--- config.mk ---
export PLATFORM = sky130hd
export DESIGN_NAME = rect_overlay_wr_flat
export DESIGN_NICKNAME = d
export VERILOG_FILES = /design/src/rtl/rect_overlay_pkg.sv /design/src/rtl/rect_overlay_if.sv /design/src/rtl/rect_req_fifo.sv /design/src/rtl/rect_overlay_wr.sv /design/src/flat_wrapper.sv
export SDC_FILE = /design/constraint.sdc
export NUM_CORES = 1
export LEC_CHECK = 0
export ABC_CLOCK_PERIOD_IN_PS = 13300
export CORE_ASPECT_RATIO = 1.5
export CORE_MARGIN = 4
export CORE_UTILIZATION = 40
export CTS_BUF_LIST = sky130_fd_sc_hd__clkbuf_2
export DETAILED_ROUTE_END_ITERATION = 16
export DONT_BUFFER_PORTS = 1
export GPL_TIMING_DRIVEN = 0
export PLACE_DENSITY = 0.57
export SLEW_MARGIN = 20
export SYNTH_ARGS = -nofsm -noshare
export SYNTH_HDL_FRONTEND = slang
export SYNTH_HIERARCHICAL = 1
export SYNTH_SLANG_ARGS = --single-unit
export TNS_END_PERCENT = 1
--- constraint.sdc ---
create_clock -name mem_clk -period 13.3 [get_ports mem_clk]
set_input_delay 1.33 -clock mem_clk [delete_from_list [all_inputs] [get_ports mem_clk]]
set_output_delay 1.33 -clock mem_clk [all_outputs]
set_load 0.02 [all_outputs]
--- src/rtl/rect_overlay_pkg.sv ---
// Shared types and helpers for the rectangle-overlay DDR writer.
// Frame geometry and bus width live here so the queue entry struct can be shared by every file.
package rect_overlay_pkg;

   localparam int unsigned X_W            = 11;
   localparam int unsigned Y_W            = 11;
   localparam int unsigned FRAME_W        = 2;
   localparam int unsigned DATA_W         = 64;
   localparam int unsigned PIX_PER_WORD   = DATA_W / 16;
   localparam int unsigned BYTES_PER_WORD = DATA_W / 8;
   localparam int unsigned PACK_W         = FRAME_W + Y_W + X_W + 1;

   typedef enum logic [2:0] {
      StIdle,
      StLoad,
      StSeg,
      StReq,
      StWait,
      StDone
   } state_e;

   typedef struct packed {
      logic [FRAME_W-1:0] frame;
      logic [X_W-1:0]     x1;
      logic [X_W-1:0]     x2;
      logic [Y_W-1:0]     y1;
      logic [Y_W-1:0]     y2;
      logic [15:0]        colour;
`ifdef RECT_FILL_EN
      logic               fill;
`endif
   } rect_req_t;

   // Byte address of a word: {frame, line, first pixel of word, 1'b0}.
   function automatic logic [PACK_W-1:0] pack_addr(logic [FRAME_W-1:0] frame,
                                                   logic [Y_W-1:0] line,
                                                   logic [X_W-1:0] word);
      logic [X_W-1:0] px;
      px = X_W'(word * PIX_PER_WORD);
      return {frame, line, px, 1'b0};
   endfunction

endpackage

--- src/rtl/rect_overlay_if.sv ---
// Write-burst port between the overlay writer (master) and the memory-controller arbiter.
interface rect_overlay_if
   import rect_overlay_pkg::*;
#(
   parameter int unsigned ADDR_W = 27
);
   logic              wr_burst_req;
   logic [ADDR_W-1:0] wr_burst_addr;
   logic [9:0]        wr_burst_len;
   logic [DATA_W-1:0] wr_burst_data;
   logic              wr_burst_data_req;
   logic              burst_finish;

   modport master (
      output wr_burst_req, wr_burst_addr, wr_burst_len, wr_burst_data,
      input  wr_burst_data_req, burst_finish
   );

   modport slave (
      input  wr_burst_req, wr_burst_addr, wr_burst_len, wr_burst_data,
      output wr_burst_data_req, burst_finish
   );
endinterface

--- src/rtl/rect_req_fifo.sv ---
// Synchronous request queue (power-of-2 depth) with full/empty and a flush input.
module rect_req_fifo
   import rect_overlay_pkg::*;
#(
   parameter int unsigned DEPTH = 4
) (
   input  logic      mem_clk,
   input  logic      rst_n,
   input  logic      flush,
   input  logic      push,
   input  rect_req_t wdata,
   input  logic      pop,
   output rect_req_t rdata,
   output logic      full,
   output logic      empty
);
   localparam int unsigned AW = $clog2(DEPTH);

   rect_req_t     mem_q [DEPTH];
   logic [AW:0]   wptr_q, rptr_q;
   logic [AW-1:0] widx;
   logic          do_push, do_pop;

   assign empty   = (wptr_q == rptr_q);
   assign full    = (wptr_q[AW] != rptr_q[AW]) && (wptr_q[AW-1:0] == rptr_q[AW-1:0]);
   assign rdata   = mem_q[rptr_q[AW-1:0]];
   assign do_push = push && !full;
   assign do_pop  = pop && !empty;
   // A push coinciding with a flush survives as the sole entry.
   assign widx    = flush ? '0 : wptr_q[AW-1:0];

   always_ff @(posedge mem_clk) begin
      if (do_push) mem_q[widx] <= wdata;
   end

   always_ff @(posedge mem_clk or negedge rst_n) begin
      if (!rst_n) begin
         wptr_q <= '0;
         rptr_q <= '0;
      end else if (flush) begin
         rptr_q <= '0;
         wptr_q <= do_push ? (AW+1)'(1) : '0;
      end else begin
         if (do_push) wptr_q <= wptr_q + (AW+1)'(1);
         if (do_pop)  rptr_q <= rptr_q + (AW+1)'(1);
      end
   end
endmodule

--- src/rtl/rect_overlay_wr.sv ---
// Rectangle-overlay DDR writer: queues requests and draws outlines as word-aligned write bursts.
// Optional interior fill is enabled with the RECT_FILL_EN macro.
module rect_overlay_wr
   import rect_overlay_pkg::*;
#(
   parameter int unsigned ADDR_W    = 27,
   parameter int unsigned MAX_BURST = 128,
   parameter int unsigned THICK     = 1,
   parameter int unsigned Q_DEPTH   = 4
) (
   input  logic               mem_clk,
   input  logic               rst_n,
   input  logic               req_valid,
   output logic               req_ready,
   input  logic [FRAME_W-1:0] req_frame,
   input  logic [X_W-1:0]     req_x1,
   input  logic [X_W-1:0]     req_x2,
   input  logic [Y_W-1:0]     req_y1,
   input  logic [Y_W-1:0]     req_y2,
   input  logic [15:0]        req_colour,
   input  logic               req_fill,
   input  logic               abort,
   rect_overlay_if.master     wr,
   output logic               rect_done,
   output logic               rect_err,
   output logic               busy
);
   localparam logic [Y_W:0] THICK_L = (Y_W+1)'(THICK);
   localparam logic [X_W:0] MAX_L   = (X_W+1)'(MAX_BURST);

   state_e            state_q, state_d;
   rect_req_t         ent_q, ent_d, req_ent, head;
   logic [Y_W:0]      line_q, line_d;
   logic              seg_q, seg_d;
   logic [ADDR_W-1:0] addr_q, addr_d;
   logic [X_W:0]      remain_q, remain_d, burst_len, seg_cnt;
   logic              abort_pend_q, abort_pend_d;
   logic              done_q, done_d, err_q, err_d;
   logic [DATA_W-1:0] data_q;
   logic              push, pop, flush, full, empty, fill, full_span;
   logic [X_W-1:0]    ws, we, seg_start;
   logic [Y_W:0]      dy_top, dy_bot;

   always_comb begin
      req_ent        = '0;
      req_ent.frame  = req_frame;
      req_ent.x1     = req_x1;
      req_ent.x2     = req_x2;
      req_ent.y1     = req_y1;
      req_ent.y2     = req_y2;
      req_ent.colour = req_colour;
`ifdef RECT_FILL_EN
      req_ent.fill   = req_fill;
`endif
   end

`ifdef RECT_FILL_EN
   assign fill = ent_q.fill;
`else
   logic unused_fill;
   assign unused_fill = req_fill;
   assign fill        = 1'b0;
`endif

   assign req_ready = !full;
   assign push      = req_valid && !full && !abort;

   rect_req_fifo #(
      .DEPTH (Q_DEPTH)
   ) u_fifo (
      .mem_clk (mem_clk),
      .rst_n   (rst_n),
      .flush   (flush),
      .push    (push),
      .wdata   (req_ent),
      .pop     (pop),
      .rdata   (head),
      .full    (full),
      .empty   (empty)
   );

   assign ws        = X_W'(ent_q.x1 / PIX_PER_WORD);
   assign we        = X_W'(ent_q.x2 / PIX_PER_WORD);
   assign dy_top    = line_q - {1'b0, ent_q.y1};
   assign dy_bot    = {1'b0, ent_q.y2} - line_q;
   assign full_span = (dy_top < THICK_L) || (dy_bot < THICK_L) || fill;
   assign seg_start = (full_span || !seg_q) ? ws : we;
   assign seg_cnt   = full_span ? ({1'b0, we - ws} + (X_W+1)'(1)) : (X_W+1)'(1);
   assign burst_len = (remain_q > MAX_L) ? MAX_L : remain_q;

   always_comb begin
      state_d      = state_q;
      ent_d        = ent_q;
      line_d       = line_q;
      seg_d        = seg_q;
      addr_d       = addr_q;
      remain_d     = remain_q;
      abort_pend_d = abort_pend_q;
      done_d       = 1'b0;
      err_d        = 1'b0;
      pop          = 1'b0;
      flush        = 1'b0;
      unique case (state_q)
         StIdle: begin
            if (abort) begin
               flush = 1'b1;
            end else if (!empty) begin
               pop     = 1'b1;
               ent_d   = head;
               state_d = StLoad;
            end
         end
         StLoad: begin
            if (abort) begin
               flush   = 1'b1;
               done_d  = 1'b1;
               state_d = StIdle;
            end else if ((ent_q.x2 < ent_q.x1) || (ent_q.y2 < ent_q.y1)) begin
               err_d   = 1'b1;
               done_d  = 1'b1;
               state_d = StIdle;
            end else begin
               line_d  = {1'b0, ent_q.y1};
               seg_d   = 1'b0;
               state_d = StSeg;
            end
         end
         StSeg: begin
            if (abort) begin
               flush   = 1'b1;
               done_d  = 1'b1;
               state_d = StIdle;
            end else begin
               addr_d   = ADDR_W'(pack_addr(ent_q.frame, line_q[Y_W-1:0], seg_start));
               remain_d = seg_cnt;
               state_d  = StReq;
            end
         end
         StReq: begin
            if (abort) abort_pend_d = 1'b1;
            if (wr.wr_burst_data_req) state_d = StWait;
         end
         StWait: begin
            if (abort) abort_pend_d = 1'b1;
            if (wr.burst_finish) begin
               if (abort || abort_pend_q) begin
                  flush        = 1'b1;
                  done_d       = 1'b1;
                  abort_pend_d = 1'b0;
                  state_d      = StIdle;
               end else begin
                  remain_d = remain_q - burst_len;
                  addr_d   = addr_q + (ADDR_W'(burst_len) << $clog2(BYTES_PER_WORD));
                  if (remain_d != '0) begin
                     state_d = StReq;
                  end else if (!full_span && !seg_q && (we != ws)) begin
                     seg_d   = 1'b1;
                     state_d = StSeg;
                  end else if (line_q == {1'b0, ent_q.y2}) begin
                     state_d = StDone;
                  end else begin
                     line_d  = line_q + (Y_W+1)'(1);
                     seg_d   = 1'b0;
                     state_d = StSeg;
                  end
               end
            end
         end
         StDone: begin
            if (abort) flush = 1'b1;
            done_d  = 1'b1;
            state_d = StIdle;
         end
         default: state_d = StIdle;
      endcase
   end

   always_ff @(posedge mem_clk or negedge rst_n) begin
      if (!rst_n) begin
         state_q      <= StIdle;
         ent_q        <= '0;
         line_q       <= '0;
         seg_q        <= 1'b0;
         addr_q       <= '0;
         remain_q     <= '0;
         abort_pend_q <= 1'b0;
         done_q       <= 1'b0;
         err_q        <= 1'b0;
         data_q       <= '0;
      end else begin
         state_q      <= state_d;
         ent_q        <= ent_d;
         line_q       <= line_d;
         seg_q        <= seg_d;
         addr_q       <= addr_d;
         remain_q     <= remain_d;
         abort_pend_q <= abort_pend_d;
         done_q       <= done_d;
         err_q        <= err_d;
         data_q       <= wr.wr_burst_data_req ? {PIX_PER_WORD{ent_q.colour}} : '0;
      end
   end

   assign wr.wr_burst_req  = (state_q == StReq);
   assign wr.wr_burst_addr = addr_q;
   assign wr.wr_burst_len  = 10'(burst_len);
   assign wr.wr_burst_data = data_q;
   assign rect_done        = done_q;
   assign rect_err         = err_q;
   assign busy             = (state_q != StIdle) || !empty;
endmodule

--- src/flat_wrapper.sv ---
// flat-port wrapper written by rule: the top's interface ports become plain ports
module rect_overlay_wr_flat import rect_overlay_pkg::*;
#(
   parameter int unsigned ADDR_W    = 27,
   parameter int unsigned MAX_BURST = 128,
   parameter int unsigned THICK     = 1,
   parameter int unsigned Q_DEPTH   = 4
)
  (mem_clk, rst_n, req_valid, req_ready, req_frame, req_x1, req_x2, req_y1, req_y2, req_colour, req_fill, abort, rect_done, rect_err, busy, wr_wr_burst_req, wr_wr_burst_addr, wr_wr_burst_len, wr_wr_burst_data, wr_wr_burst_data_req, wr_burst_finish);
  rect_overlay_if #(.ADDR_W(ADDR_W)) wr_i ();
  input  logic mem_clk;
  input  logic rst_n;
  input  logic req_valid;
  output logic req_ready;
  input  logic [FRAME_W-1:0] req_frame;
  input  logic [X_W-1:0] req_x1;
  input  logic [X_W-1:0] req_x2;
  input  logic [Y_W-1:0] req_y1;
  input  logic [Y_W-1:0] req_y2;
  input  logic [15:0] req_colour;
  input  logic req_fill;
  input  logic abort;
  output logic rect_done;
  output logic rect_err;
  output logic busy;
  output wire logic [$bits(wr_i.wr_burst_req)-1:0] wr_wr_burst_req;
  output wire logic [$bits(wr_i.wr_burst_addr)-1:0] wr_wr_burst_addr;
  output wire logic [$bits(wr_i.wr_burst_len)-1:0] wr_wr_burst_len;
  output wire logic [$bits(wr_i.wr_burst_data)-1:0] wr_wr_burst_data;
  input wire logic [$bits(wr_i.wr_burst_data_req)-1:0] wr_wr_burst_data_req;
  input wire logic [$bits(wr_i.burst_finish)-1:0] wr_burst_finish;
  assign wr_wr_burst_req = wr_i.wr_burst_req;
  assign wr_wr_burst_addr = wr_i.wr_burst_addr;
  assign wr_wr_burst_len = wr_i.wr_burst_len;
  assign wr_wr_burst_data = wr_i.wr_burst_data;
  assign wr_i.wr_burst_data_req = wr_wr_burst_data_req;
  assign wr_i.burst_finish = wr_burst_finish;
  rect_overlay_wr #(.ADDR_W(ADDR_W), .MAX_BURST(MAX_BURST), .THICK(THICK), .Q_DEPTH(Q_DEPTH)) u_core (.mem_clk(mem_clk), .rst_n(rst_n), .req_valid(req_valid), .req_ready(req_ready), .req_frame(req_frame), .req_x1(req_x1), .req_x2(req_x2), .req_y1(req_y1), .req_y2(req_y2), .req_colour(req_colour), .req_fill(req_fill), .abort(abort), .wr(wr_i), .rect_done(rect_done), .rect_err(rect_err), .busy(busy));
endmodule
==> metrics <==
Avg WL per Cell=20.9 um; Root Driver=clkbuf_2; number of synthesized flops with an enable pin=248; Post-CTS Hold Buffers=1; Rows=97; post-CTS resize count=0; Synth area leaders=edfxtp_1 40%, dfrtp_1 19%, mux4_2 7.4%; max incr delay on CP=~540 ps; Initial DRC Count=638; Slew HR=between 30% and 40%; TritonCTS clock tree=yes; vias in the first global route=13304; initial core utilization=40.3%; most frequent cells in the layout=248 x edfxtp_1, 204 x nand2_1, 139 x clkbuf_2, 139 x dfrtp_1, 83 x o21ai_0; CP max FO=9; grt ovf=0; PortBufs=0; CP max stage cell=o21ai_1; syn_area_per_cell=12.5 sq um; Worst R2R End=u_core/wr.wr_burst_addr[17]; MaxCap Viol Count=0; Die ar.=0.0506 sq mm; RSZ-0062 raised after global routing=no; status=complete, no violations; Bufs and invs on worst path=1; CTS Buf Count=94; fin crit period=5330 ps; asr flop ratio synth=35.9%; Skew-Pair Late Insertion Delay=1080 ps; wire length of the first global-routing pass=75.8 mm; routed vias/inst=approximately 5.5; R2R Setup Slk=7970 ps; filler cell count=4432; Post-Route Setup TNS=0 ps; global-route usage over all layers=roughly a fifth; area delta synth->final=10.8%; Final Hold Fails=0; die width=~190 um; H-tree Lvls=3; post-CTS setup buffer count=0; Setup Skew=130 ps; sequential cell area fraction in the yosys report=58.1%; share of the synthesized area in the top cell type=39.6%; largest net degree at the start of global routing=140; Top delay family on crit path=compound AO/OA/AOI/OAI gates; actual transition at the worst max-transition pin=between 1000 and 1500 ps; fmax=0.188 GHz; crit-path cells=or3_1 -> nor3_2 -> clkinv_1 -> o31a_1 -> nor2b_1 -> ha_1 -> nor2b_1 -> o21ai_0 -> a21boi_0 -> o21ai_0 -> a211oi_1 -> o31a_1 -> o21ai_1 -> a21oi_1 -> a2bb2oi_1; clk slew on worst S/H paths=110 ps; WL final=48.1 mm; area of the multi-input gates=0.00700 sq mm; Routability Congestion=between 0.8 and 0.9; I/O pin count=175; antenna violations before repair=2; Top FF cell, synth=edfxtp_1; depth of the most critical reg-to-reg path=15; Core Region=0.0466 sq mm; Detailed Routing Iterations Pass 1=5; power density over cell area=236 mW/mm^2; Final Net Count=1764; clk sinks=between 300 and 400; LEAKAGE=8.17 nW; DRC=0; worst hold path class=in2async; vias=12657; die span in y=274 um; synthesized area=0.0188 sq mm; #FFs+latches synth=roughly 390; Worst setup EP type=flop; Max Root-Sink Buffers=3; peak supply drop=117 uV; final setup fails=0; Final Max Tran Viols=0; commonest non-fill, non-tap cell in the layout=edfxtp_1; cell taking the most area after synthesis=edfxtp_1; Syn Inst Count=1505; Critical Path RT=14220 ps; Hold WS=274 ps; register area=0.0109 sq mm; DPL Wire Length=34.5 mm; share of cells above drive strength 1=between 20% and 30%; ANT nets after route=0; Pwr Total=4.92 mW; Final Cycle Share=40.0%; CP arrival=6250 ps; Critical R2R Launch=u_core/remain_q[7]; Synthesis Warnings=6; CP Class=reg2reg; synth unique cells=94; startpoint types=flop
layer usage:
| metal | up-vias | share of wire (%) | routed length (um) | GRT usage, % |
|---|---|---|---|---|
| li1 | 5884 | - | - | - |
| met1 | 6283 | 38 | 18500 | 22.2 |
| met2 | 387 | 52 | 25000 | 34.1 |
| met3 | 103 | 6.3 | 3030 | 5.28 |
| met4 | 0 | 3.3 | 1570 | 7.54 |
| met5 | - | 0 | 0 | 0 |
worst max-delay path by stage:
stage,start,endpoint,cells past startpoint
4_1_cts,u_core/remain_q[7],u_core/wr.wr_burst_addr[21],15
5_1_grt,u_core/remain_q[7],u_core/wr.wr_burst_addr[21],15
3_5_place_dp,u_core/remain_q[7],u_core/wr.wr_burst_addr[21],15
2_1_floorplan,abort,u_core/u_fifo/mem_q[1][0],4
6_report,u_core/remain_q[7],u_core/wr.wr_burst_addr[17],15
3_3_place_gp,abort,u_core/u_fifo/mem_q[1][28],4
cell type report:
cell class / instances / share of cell area, %
tap: 594 / 3.57
antenna: 5 / 0.0601
clock inverter: 33 / 0.937
inverter: 69 / 1.24
sequential: 387 / 52.5
clock buffer: 139 / 3.34
multi-input combinational: 943 / 33.6
buffer: 114 / 3.25
timing repair buffer: 23 / 1.52
power breakdown:
part / internal [mW] / total, mW / switching, mW
registers: 1.54 / 1.83 / 0.290
logic: 0.925 / 2.29 / 1.37
clock network: 0.321 / 0.799 / 0.478
total: 2.79 / 4.92 / 2.13
flip-flops by register name, indices dropped and copies added, names as in the netlist:
signal / count
u_core/wr.wr_burst_addr: 24
u_core/seg_q: 1
u_core/u_fifo/wptr_q: 3
u_core/u_fifo/rptr_q: 3
u_core/remain_q: 12
u_core/u_fifo/mem_q: 248
u_core/rect_done: 1
u_core/line_q: 12
u_core/ent_q: 62
u_core/wr.wr_burst_data: 16
u_core/rect_err: 1
u_core/abort_pend_q: 1
u_core/state_q: 3
synthesized netlist by cell type, types with 5 or more instances:
cell,instances
edfxtp_1,248
nand2_1,204
dfrtp_1,139
o21ai_0,83
a21oi_1,72
inv_1,67
mux4_2,62
nor2_1,61
buf_4,60
ha_1,60
clkbuf_1,44
nand3_1,27
xnor2_1,27
nor3_1,25
and2_1,23
nand4_1,20
a21o_1,19
o22ai_1,18
a21oi_2,13
nor2b_1,13
nand2b_1,12
o21a_1,12
mux2i_1,10
nor4_1,10
a31oi_1,8
and3_1,8
nor3b_1,8
o31ai_1,8
a211oi_1,7
buf_2,7
o211ai_1,7
o221ai_1,6
or3_1,6
or4_1,6
or2_2,5
worst reg2reg max path: stages (launching register included):
cell       delay (ps)
dfrtp_1           440
or3_1             460
nor3_2            270
clkinv_1          470
o31a_1            330
nor2b_1           470
ha_1              360
nor2b_1           150
o21ai_0           290
a21boi_0          180
o21ai_0           350
a211oi_1          210
o31a_1            350
o21ai_1           540
a21oi_1           180
a2bb2oi_1         180
through the flow:
stage	worst slack (ps)	std cells	cell area (sq um)	util [%]
2_1_floorplan	5920	1513	18800	-
3_3_place_gp	1570	2107	19600	42.0
3_5_place_dp	8010	2129	19900	42.7
4_1_cts	8000	2302	20800	44.7
5_1_grt	7590	2307	20800	44.7
6_report	7970	2307	20800	44.7
cells by family (layout without fill, tap and decap cells):
logic type / count (synthesis) / count (layout) / synth area share, %
fa+ha+maj: 63 / 63 / 4.31
xor+xnor: 33 / 33 / 1.62
simple gates: 449 / 449 / 11.7
mux: 73 / 73 / 8.02
other cells: 2 / 15 / 0.0399
compound gates: 315 / 315 / 11.2
flops: 387 / 387 / 58.1
buf+inv: 183 / 378 / 4.98
Note: power is estimated with default switching activity, not from simulation.
